## src/rtl/divmmc_spi_pkg.sv

```systemverilog
// rtl/divmmc_spi_pkg.sv - shared DivMMC SPI constants and state encoding
package divmmc_spi_pkg;

    localparam logic [7:0] DIVMMC_PORT_CS   = 8'hE7;
    localparam logic [7:0] DIVMMC_PORT_DATA = 8'hEB;

    localparam logic CS_RESET_DEF  = 1'b1;
    localparam logic IDLE_MOSI_DEF = 1'b1;

    localparam int         XFER_TICKS = 16;
    localparam logic [7:0] RD_FILL    = 8'hFF;

    typedef enum logic {
        ST_IDLE = 1'b0,
        ST_XFER = 1'b1
    } spi_state_e;

endpackage

```

## src/rtl/divmmc_spi.sv

```systemverilog
// rtl/divmmc_spi.sv - DivMMC byte-wide SPI mode-0 master
module divmmc_spi
    import divmmc_spi_pkg::*;
#(
    parameter logic CS_RESET  = CS_RESET_DEF,
    parameter logic IDLE_MOSI = IDLE_MOSI_DEF
) (
    input  logic       clock,
    input  logic       reset,
    input  logic       ce,
    input  logic       wrCs,
    input  logic       wrData,
    input  logic       rdData,
    input  logic [7:0] d,
    output logic [7:0] q,
    output logic       busy,
    output logic       spiCs,
    output logic       spiCk,
    output logic       spiMosi,
    input  logic       spiMiso
);

    localparam logic [3:0] LAST_TICK = 4'(XFER_TICKS - 1);

    spi_state_e state_q, state_d;
    logic [3:0] cnt_q, cnt_d;
    logic [7:0] tx_q, tx_d;
    logic [7:0] rx_q, rx_d;
    logic [7:0] q_q, q_d;
    logic       ck_q, ck_d;
    logic       mosi_q, mosi_d;
    logic       cs_q, cs_d;
    logic       busy_q, busy_d;

    always_ff @(posedge clock or posedge reset) begin
        if (reset) begin
            state_q <= ST_IDLE;
            cnt_q   <= 4'd0;
            tx_q    <= RD_FILL;
            rx_q    <= 8'h00;
            q_q     <= 8'hFF;
            ck_q    <= 1'b0;
            mosi_q  <= IDLE_MOSI;
            cs_q    <= CS_RESET;
            busy_q  <= 1'b0;
        end else begin
            state_q <= state_d;
            cnt_q   <= cnt_d;
            tx_q    <= tx_d;
            rx_q    <= rx_d;
            q_q     <= q_d;
            ck_q    <= ck_d;
            mosi_q  <= mosi_d;
            cs_q    <= cs_d;
            busy_q  <= busy_d;
        end
    end

    always_comb begin
        state_d = state_q;
        cnt_d   = cnt_q;
        tx_d    = tx_q;
        rx_d    = rx_q;
        q_d     = q_q;
        ck_d    = ck_q;
        mosi_d  = mosi_q;
        busy_d  = busy_q;
        cs_d    = wrCs ? d[0] : cs_q;

        case (state_q)
            ST_IDLE: begin
                if (wrData || rdData) begin
                    tx_d    = wrData ? d : RD_FILL;
                    mosi_d  = tx_d[7];
                    busy_d  = 1'b1;
                    cnt_d   = 4'd0;
                    state_d = ST_XFER;
                end
            end
            ST_XFER: begin
                if (ce) begin
                    cnt_d = cnt_q + 4'd1;
                    if (!ck_q) begin
                        // rising edge: sample MISO
                        ck_d = 1'b1;
                        rx_d = {rx_q[6:0], spiMiso};
                    end else begin
                        ck_d   = 1'b0;
                        tx_d   = {tx_q[6:0], 1'b0};
                        mosi_d = tx_q[6];
                        if (cnt_q == LAST_TICK) begin
                            q_d     = rx_q;
                            busy_d  = 1'b0;
                            mosi_d  = IDLE_MOSI;
                            state_d = ST_IDLE;
                        end
                    end
                end
            end
            default: state_d = ST_IDLE;
        endcase
    end

    assign q       = q_q;
    assign busy    = busy_q;
    assign spiCs   = cs_q;
    assign spiCk   = ck_q;
    assign spiMosi = mosi_q;

endmodule

```

## config.mk

```make
export PLATFORM = sky130hd
export DESIGN_NAME = divmmc_spi
export DESIGN_NICKNAME = d
export VERILOG_FILES = /design/src/rtl/divmmc_spi_pkg.sv /design/src/rtl/divmmc_spi.sv
export SDC_FILE = /design/constraint.sdc
export NUM_CORES = 1
export LEC_CHECK = 0
export CORE_MARGIN = 1.5
export CORE_UTILIZATION = 47
export CTS_CLUSTER_SIZE = 16
export DETAILED_ROUTE_END_ITERATION = 10
export PLACE_DENSITY = 0.75
export SYNTH_ARGS = -nofsm -noshare
export SYNTH_HDL_FRONTEND = slang
export SYNTH_SLANG_ARGS = --single-unit
export TNS_END_PERCENT = 10
```

## constraint.sdc

```tcl
create_clock -name clock -period 2.8 [get_ports clock]
set_clock_uncertainty 0.05 [all_clocks]
set_input_delay 0.7 -clock clock [delete_from_list [all_inputs] [get_ports clock]]
set_output_delay 0.7 -clock clock [all_outputs]
set_load 0.05 [all_outputs]
```

==> load_flow_metrics.sql, run 1 <==
INSERT INTO impl_metrics (metric_group, metric, value, unit) VALUES
('setup_path', 'crit_fanout', '2', ''),
('clock_network', 'cts_hold_buffers', '0', ''),
('die', 'io_pins', '27', ''),
('synthesis', 'ys_warn_count', '0', ''),
('min_path', 'hold_path_class', 'flop to flop', ''),
('clock_network', 'post_cts_resize_count', '0', ''),
('timing', 'setup_viol_count_final', '0', ''),
('final_layout', 'stdcell_area', '1810', 'sq um'),
('final_layout', 'nets', '154', ''),
('global_route', 'globalRoute.totalOverflow', '0', ''),
('timing', 'layout_setup_ws', '0.385', 'ns'),
('synthesis', 'synth_area', '1470', 'sq um'),
('clock_network', 'number_of_buffers_between_clock_root_and_the_deepest_sink', '2', ''),
('synthesis', 'ys_types', '27', ''),
('clock_network', 'clk-insertion-delay-late', '0.33', 'ns'),
('placed_design', 'dpl.hpwl', '1.86', 'mm'),
('run_status', 'outcome', 'finished clean', ''),
('pwr', 'intPower', '0.00123', 'W'),
('pwr', 'switching_share', '35.9', '%'),
('timing', 'rsz0062_at_grt', 'no', ''),
('synthesis', 'post_synth_inst_count', '106', ''),
('placed_design', 'place_ws', '0.442', 'ns'),
('timing', 'maxSlewViolCount', '0', ''),
('global_route', 'grt_usage', '17.7', '%'),
('timing', 'tightestPinTransition', '0.532', 'ns'),
('setup_path', 'timing_worst_setup_path_type', 'flop to output pin', ''),
('setup_path', 'required', '2.05', 'ns'),
('setup_path', 'slowest_cp_cell', 'sky130_fd_sc_hd__clkdlybuf4s50_1', ''),
('setup_path', 'critPathCaptureType', 'output pin', ''),
('pwr', 'p_switching', '0.000691', 'W'),
('synthesis', 'syn-num-nets', '122', ''),
('timing', 'layout_worst_path_cycle_share', '86.3', '%'),
('detailed_routing', 'drt_iter0_drc', '14', ''),
('setup_path', 'delay_of_the_slowest_critical_path_stage', '0.80', 'ns'),
('die', 'effective_utilization_at_floorplan', '49.0', '%'),
('pwr', 'power.ir.vdd_worst', '646', 'uV'),
('global_route', 'grt_start_max_net_pins', '29', ''),
('timing', 'period_needed', '2.42', 'ns'),
('final_layout', 'drive_above_1_share', '36.0', '%'),
('pwr', 'power.combinational.fraction', '42.0', '%'),
('detailed_routing', 'drc_violation_count_after_routing', '0', ''),
('synthesis', 'synth-main-ff-cell', 'sky130_fd_sc_hd__dfstp_2', ''),
('die', 'placement_rows', '20', ''),
('final_layout', 'synth_to_final_area_change', '23.2', '%'),
('pwr', 'p_seq_share', '44.0', '%'),
('clock_network', 'numCtsBuffers', '5', ''),
('timing', 'timing.fmax', '414', 'MHz'),
('timing', 'timing.setup.tns', '0', 'ns'),
('detailed_routing', 'detailroute.via_count', '930', ''),
('synthesis', 'synth.ff_latch_count', '32', ''),
('detailed_routing', 'vias_per_cell', '5.41', ''),
('clock_network', 'cts_root_buf', 'sky130_fd_sc_hd__clkbuf_4', ''),
('die', 'fp.dieH', '58.9', 'um'),
('final_layout', 'count_of_antenna_diodes_in_the_layout', '0', ''),
('placed_design', 'port_buffers', '26', ''),
('clock_network', 'post_cts_setup_buffer_count', '0', ''),
('setup_path', 'timing.critical_path.arrival', '1.67', 'ns'),
('synthesis', 'synth.yosys.seq_area_share', '55.9', '%'),
('pwr', 'power.clock.fraction', '14.0', '%'),
('pwr', 'power_density_normalized_to_cell_area', '1060', 'nW/um^2'),
('synthesis', 'async_flop_share', '100', '%'),
('detailed_routing', 'routedWlPerCell', '15.1', 'um'),
('detailed_routing', 'detail-route-antenna-nets', '0', ''),
('timing', 'hold_violations', '0', ''),
('global_route', 'antenna_violations_before_repair', '0', ''),
('placed_design', 'placement.cell_area', '1750', 'sq um'),
('die', 'dieWidth', '58.9', 'um'),
('detailed_routing', 'finalWirelength', '2.59', 'mm'),
('flow_run', 'drv.max_cap_violation_count', '0', ''),
('setup_path', 'cp_top_family', 'buffers and inverters', ''),
('timing', 'worst_slew_margin_rel', '64.5', '%');
==> power by group through the flow <==
stage | Clock, W | Combinational (W) | Sequential (W)
2_1_floorplan | 0 | 0.000408 | 0.00104
3_3_place_gp | 0 | 0.000797 | 0.000844
3_5_place_dp | 0 | 0.000815 | 0.000852
4_1_cts | 0.000283 | 0.000818 | 0.000849
5_1_grt | 0.000304 | 0.000866 | 0.000873
6_report | 0.000269 | 0.000808 | 0.000846
==> layout by cell type, fill, tap and decap left out, drive strengths merged <==
cell type / count
o21ai: 2
nand2: 2
nand4: 1
nand3: 1
inv: 12
clkbuf: 8
clkdlybuf4s50: 26
mux2i: 7
nor2b: 1
buf: 2
nor2: 3
mux2: 18
a21o: 2
nor3: 2
a21oi: 5
xor2: 1
nand2b: 2
o32a: 1
dfrtp: 15
ha: 1
and3: 1
and2: 1
o22ai: 8
dfstp: 17
==> path summary, 6_finish.rpt <==
kind,slack (ns),to,start,cells past startpoint
max in group asynchronous,1.59,q[7],reset,3
min in group asynchronous,0.71,q[2],reset,2
hold reg to reg,0.42,tx_q[2],tx_q[2],2
hold / removal,0.42,tx_q[2],tx_q[2],2
setup / recovery,0.38,q[4],q[4],1
setup reg to reg,1.00,rx_q[0],state_q,3
==> routing by layer <==
| layer | wire [um] | global-route usage [%] | vias to the layer above |
|---|---|---|---|
| met3 | 139 | 7.03 | 5 |
| met5 | 0 | 0 | - |
| met4 | 43 | 6.82 | 0 |
| li1 | - | - | 435 |
| met1 | 1130 | 22.3 | 464 |
| met2 | 1280 | 27.6 | 26 |
==> stage by stage <==
stage                     cells  utilization, %  power [W]
after floorplan             106               -    0.00145
after global placement      164            58.4    0.00164
after detailed placement    164            58.4    0.00167
after CTS                   172            60.3    0.00195
after global routing        172            60.3    0.00204
final                       172            60.3    0.00192
==> layout make-up <==
class                           count  area (sq um)
Timing Repair Buffer               28           275
Inverter                           12          50.0
Clock buffer                        8          58.8
Tap cell                           33          41.3
Fill cell                         254          1190
Sequential cell                    32           822
Multi-Input combinational cell     59           564
==> state kept, by name, indices dropped and copies added (netlist names) <==
name	count
spiMosi	1
spiCs	1
tx_q	7
state_q	1
q	8
busy	1
rx_q	8
spiCk	1
cnt_q	4
==> cells by family (layout without fill, tap and decap cells) <==
kind of cell	Yosys count	after routing	synth area share, %
flip-flops	32	32	55.9
multiplexers	25	25	22.9
AO/OA/AOI/OAI	18	18	8.34
buffers and inverters	15	48	5.70
AND/OR/NAND/NOR	14	14	5.70
adder cells (fa/ha/maj)	1	1	0.851
XOR/XNOR	1	1	0.596
Note: power is estimated with default switching activity, not from simulation.
==> run 2: changes to the inputs <==
--- a/config.mk
+++ b/config.mk
@@ -10,6 +10,7 @@
 export CTS_CLUSTER_SIZE = 16
 export DETAILED_ROUTE_END_ITERATION = 10
 export PLACE_DENSITY = 0.75
+export SLEW_MARGIN = 10
 export SYNTH_ARGS = -nofsm -noshare
 export SYNTH_HDL_FRONTEND = slang
 export SYNTH_SLANG_ARGS = --single-unit
==> results of run 2 <==
The final DEF is identical to that of run 1; final timing and power are the same.
==> run 3: changes to the inputs <==
--- a/config.mk
+++ b/config.mk
@@ -10,6 +10,7 @@
 export CTS_CLUSTER_SIZE = 16
 export DETAILED_ROUTE_END_ITERATION = 10
 export PLACE_DENSITY = 0.75
+export REMOVE_ABC_BUFFERS = 1
 export SLEW_MARGIN = 10
 export SYNTH_ARGS = -nofsm -noshare
 export SYNTH_HDL_FRONTEND = slang
==> load_flow_metrics.sql, run 3 (synthesized netlist as in run 1, its figures left out) <==
INSERT INTO impl_metrics (metric_group, metric, value, unit) VALUES
('setup_path', 'cp_num_buf_inv', '1', ''),
('clock_network', 'post_cts_setup_buffer_count', '0', ''),
('setup_path', 'timing.critical_path.arrival', '1.67', 'ns'),
('global_route', 'antenna_violations_before_repair', '0', ''),
('timing', 'timing.fmax', '414', 'MHz'),
('setup_path', 'cp_top_family', 'buffers and inverters', ''),
('pwr', 'power.ir.vdd_worst', '661', 'uV'),
('clock_network', 'numCtsBuffers', '5', ''),
('run_status', 'outcome', 'finished clean', ''),
('die', 'effective_utilization_at_floorplan', '49.0', '%'),
('timing', 'timing.setup.tns', '0', 'ns'),
('detailed_routing', 'routedWlPerCell', '14.6', 'um'),
('timing', 'worst_slew_margin_rel', '64.8', '%'),
('setup_path', 'r2r-start', 'state_q', ''),
('timing', 'rsz0062_at_grt', 'no', ''),
('die', 'core_area', '3000', 'sq um'),
('global_route', 'first_global_vias', '914', ''),
('detailed_routing', 'detailroute.via_count', '897', ''),
('clock_network', 'cts_hold_buffers', '0', ''),
('setup_path', 'crit_fanout', '2', ''),
('clock_network', 'number_of_buffers_between_clock_root_and_the_deepest_sink', '2', ''),
('pwr', 'power.combinational.fraction', '41.9', '%'),
('die', 'die-area', '3470', 'sq um'),
('clock_network', 'path_clk_slew', '0.10', 'ns'),
('clock_network', 'clk-insertion-delay-late', '0.32', 'ns'),
('timing', 'period_needed', '2.42', 'ns'),
('placed_design', 'dpl.hpwl', '1.73', 'mm'),
('placed_design', 'place_ws', '0.464', 'ns'),
('final_layout', 'mostFrequentLayoutCells', 'sky130_fd_sc_hd__clkdlybuf4s50_1, sky130_fd_sc_hd__mux2_4, sky130_fd_sc_hd__dfstp_2', ''),
('setup_path', 'slowest_cp_cell', 'sky130_fd_sc_hd__clkdlybuf4s50_1', ''),
('pwr', 'intPower', '0.00123', 'W'),
('global_route', 'grt_usage', '16.7', '%'),
('timing', 'setup_viol_count_final', '0', ''),
('pwr', 'report.power.total', '0.00193', 'W'),
('setup_path', 'critical_path.startpoint', 'spiMosi', ''),
('clock_network', 'tritoncts_sink_count', '32', ''),
('detailed_routing', 'drt_iter0_drc', '13', ''),
('setup_path', 'crit_chain', 'clkdlybuf4s50_1', ''),
('placed_design', 'port_buffers', '26', ''),
('setup_path', 'timing_worst_setup_path_type', 'flop to output pin', ''),
('pwr', 'switching_share', '36.0', '%'),
('die', 'io_pins', '27', ''),
('final_layout', 'synth_to_final_area_change', '24.1', '%'),
('global_route', 'grt_start_max_net_pins', '24', ''),
('final_layout', 'count_of_antenna_diodes_in_the_layout', '0', ''),
('setup_path', 'delay_of_the_slowest_critical_path_stage', '0.79', 'ns'),
('global_route', 'globalRoute.totalOverflow', '0', ''),
('timing', 'maxSlewViolCount', '0', ''),
('final_layout', 'final-seq-area', '822', 'sq um'),
('min_path', 'hold_path_class', 'flop to flop', ''),
('pwr', 'power_density_normalized_to_cell_area', '1060', 'nW/um^2'),
('detailed_routing', 'finalWirelength', '2.51', 'mm'),
('final_layout', 'layout_commonest_cell', 'sky130_fd_sc_hd__clkdlybuf4s50_1', ''),
('final_layout', 'multi_input_comb_area', '564', 'sq um'),
('placed_design', 'placement.cell_area', '1770', 'sq um'),
('pwr', 'p_switching', '0.000695', 'W'),
('placed_design', 'gp_routability_congestion', '0.755', ''),
('pwr', 'p_seq_share', '44.0', '%'),
('die', 'placement_rows', '20', ''),
('clock_network', 'cts-htree-levels', '2', ''),
('setup_path', 'critPathCaptureType', 'output pin', ''),
('setup_path', 'cp-start-kind', 'flop', ''),
('detailed_routing', 'firstDrtPassIters', '4', ''),
('detailed_routing', 'vias_per_cell', '5.22', ''),
('setup_path', 'required', '2.05', 'ns'),
('pwr', 'power_leakage', '0.778', 'nW'),
('detailed_routing', 'detail-route-antenna-nets', '0', ''),
('timing', 'tightestPinTransition', '0.528', 'ns'),
('die', 'fp.dieH', '58.9', 'um'),
('die', 'dieWidth', '58.9', 'um'),
('timing', 'layout_setup_ws', '0.383', 'ns'),
('timing', 'hold_violations', '0', ''),
('clock_network', 'post_cts_resize_count', '0', ''),
('global_route', 'grt_first_pass_wirelength', '4.24', 'mm'),
('detailed_routing', 'drc_violation_count_after_routing', '0', ''),
('timing', 'layout_worst_path_cycle_share', '86.3', '%'),
('final_layout', 'nets', '154', ''),
('pwr', 'power.clock.fraction', '14.1', '%'),
('clock_network', 'cts_tree', 'yes', ''),
('clock_network', 'cts_root_buf', 'sky130_fd_sc_hd__clkbuf_4', ''),
('final_layout', 'stdcell_area', '1820', 'sq um'),
('min_path', 'hold_start', 'tx_q[6]', ''),
('final_layout', 'drive_above_1_share', '36.0', '%'),
('flow_run', 'drv.max_cap_violation_count', '0', ''),
('final_layout', 'fill_cells', '260', '');
## run 3: cell counts in the layout (fill, tap and decap cells not counted)
No cell type changed its count.
## run 3: worst paths after layout
kind | endpoint | slack (ns) | cells past startpoint
max | spiMosi | 0.38 | 1
min | tx_q[6] | 0.42 | 2
max reg2reg | rx_q[1] | 1.01 | 3
min reg2reg | tx_q[6] | 0.42 | 2
max in group asynchronous | q[2] | 1.55 | 3
min in group asynchronous | q[7] | 0.91 | 2
## run 3: layout make-up
cell class	instances	share of cell area [%]
tap	33	2.26
multi-input combinational	59	30.9
timing repair buffer	28	15.8
inverter	12	2.74
clock buffer	8	3.22
sequential	32	45.1
## run 3: stage by stage
step	std cells	utilization [%]	hold slack, ns
finish	172	60.8	0.421
CTS	172	60.8	0.426
floorplan	103	-	0.394
global placement	164	58.8	0.406
global route	172	60.8	0.446
detailed placement	164	58.8	0.413
## run 3: layer usage
layer / up-vias / part of all wire, % / global-route usage, %
li1: 435 / - / -
met1: 436 / 49 / 22.3
met2: 24 / 46 / 24.4
met3: 2 / 4.7 / 5.93
met4: 0 / 0.76 / 7.79
met5: - / 0 / 0
## run 3: power by group through the flow
stage	Combinational, W	Clock (W)	Sequential, W
after detailed placement	0.000814	0	0.000851
after global routing	0.000865	0.000301	0.000875
final	0.000808	0.000273	0.000848
after CTS	0.000817	0.000282	0.000847
after floorplan	0.000392	0	0.00105
after global placement	0.000797	0	0.000844
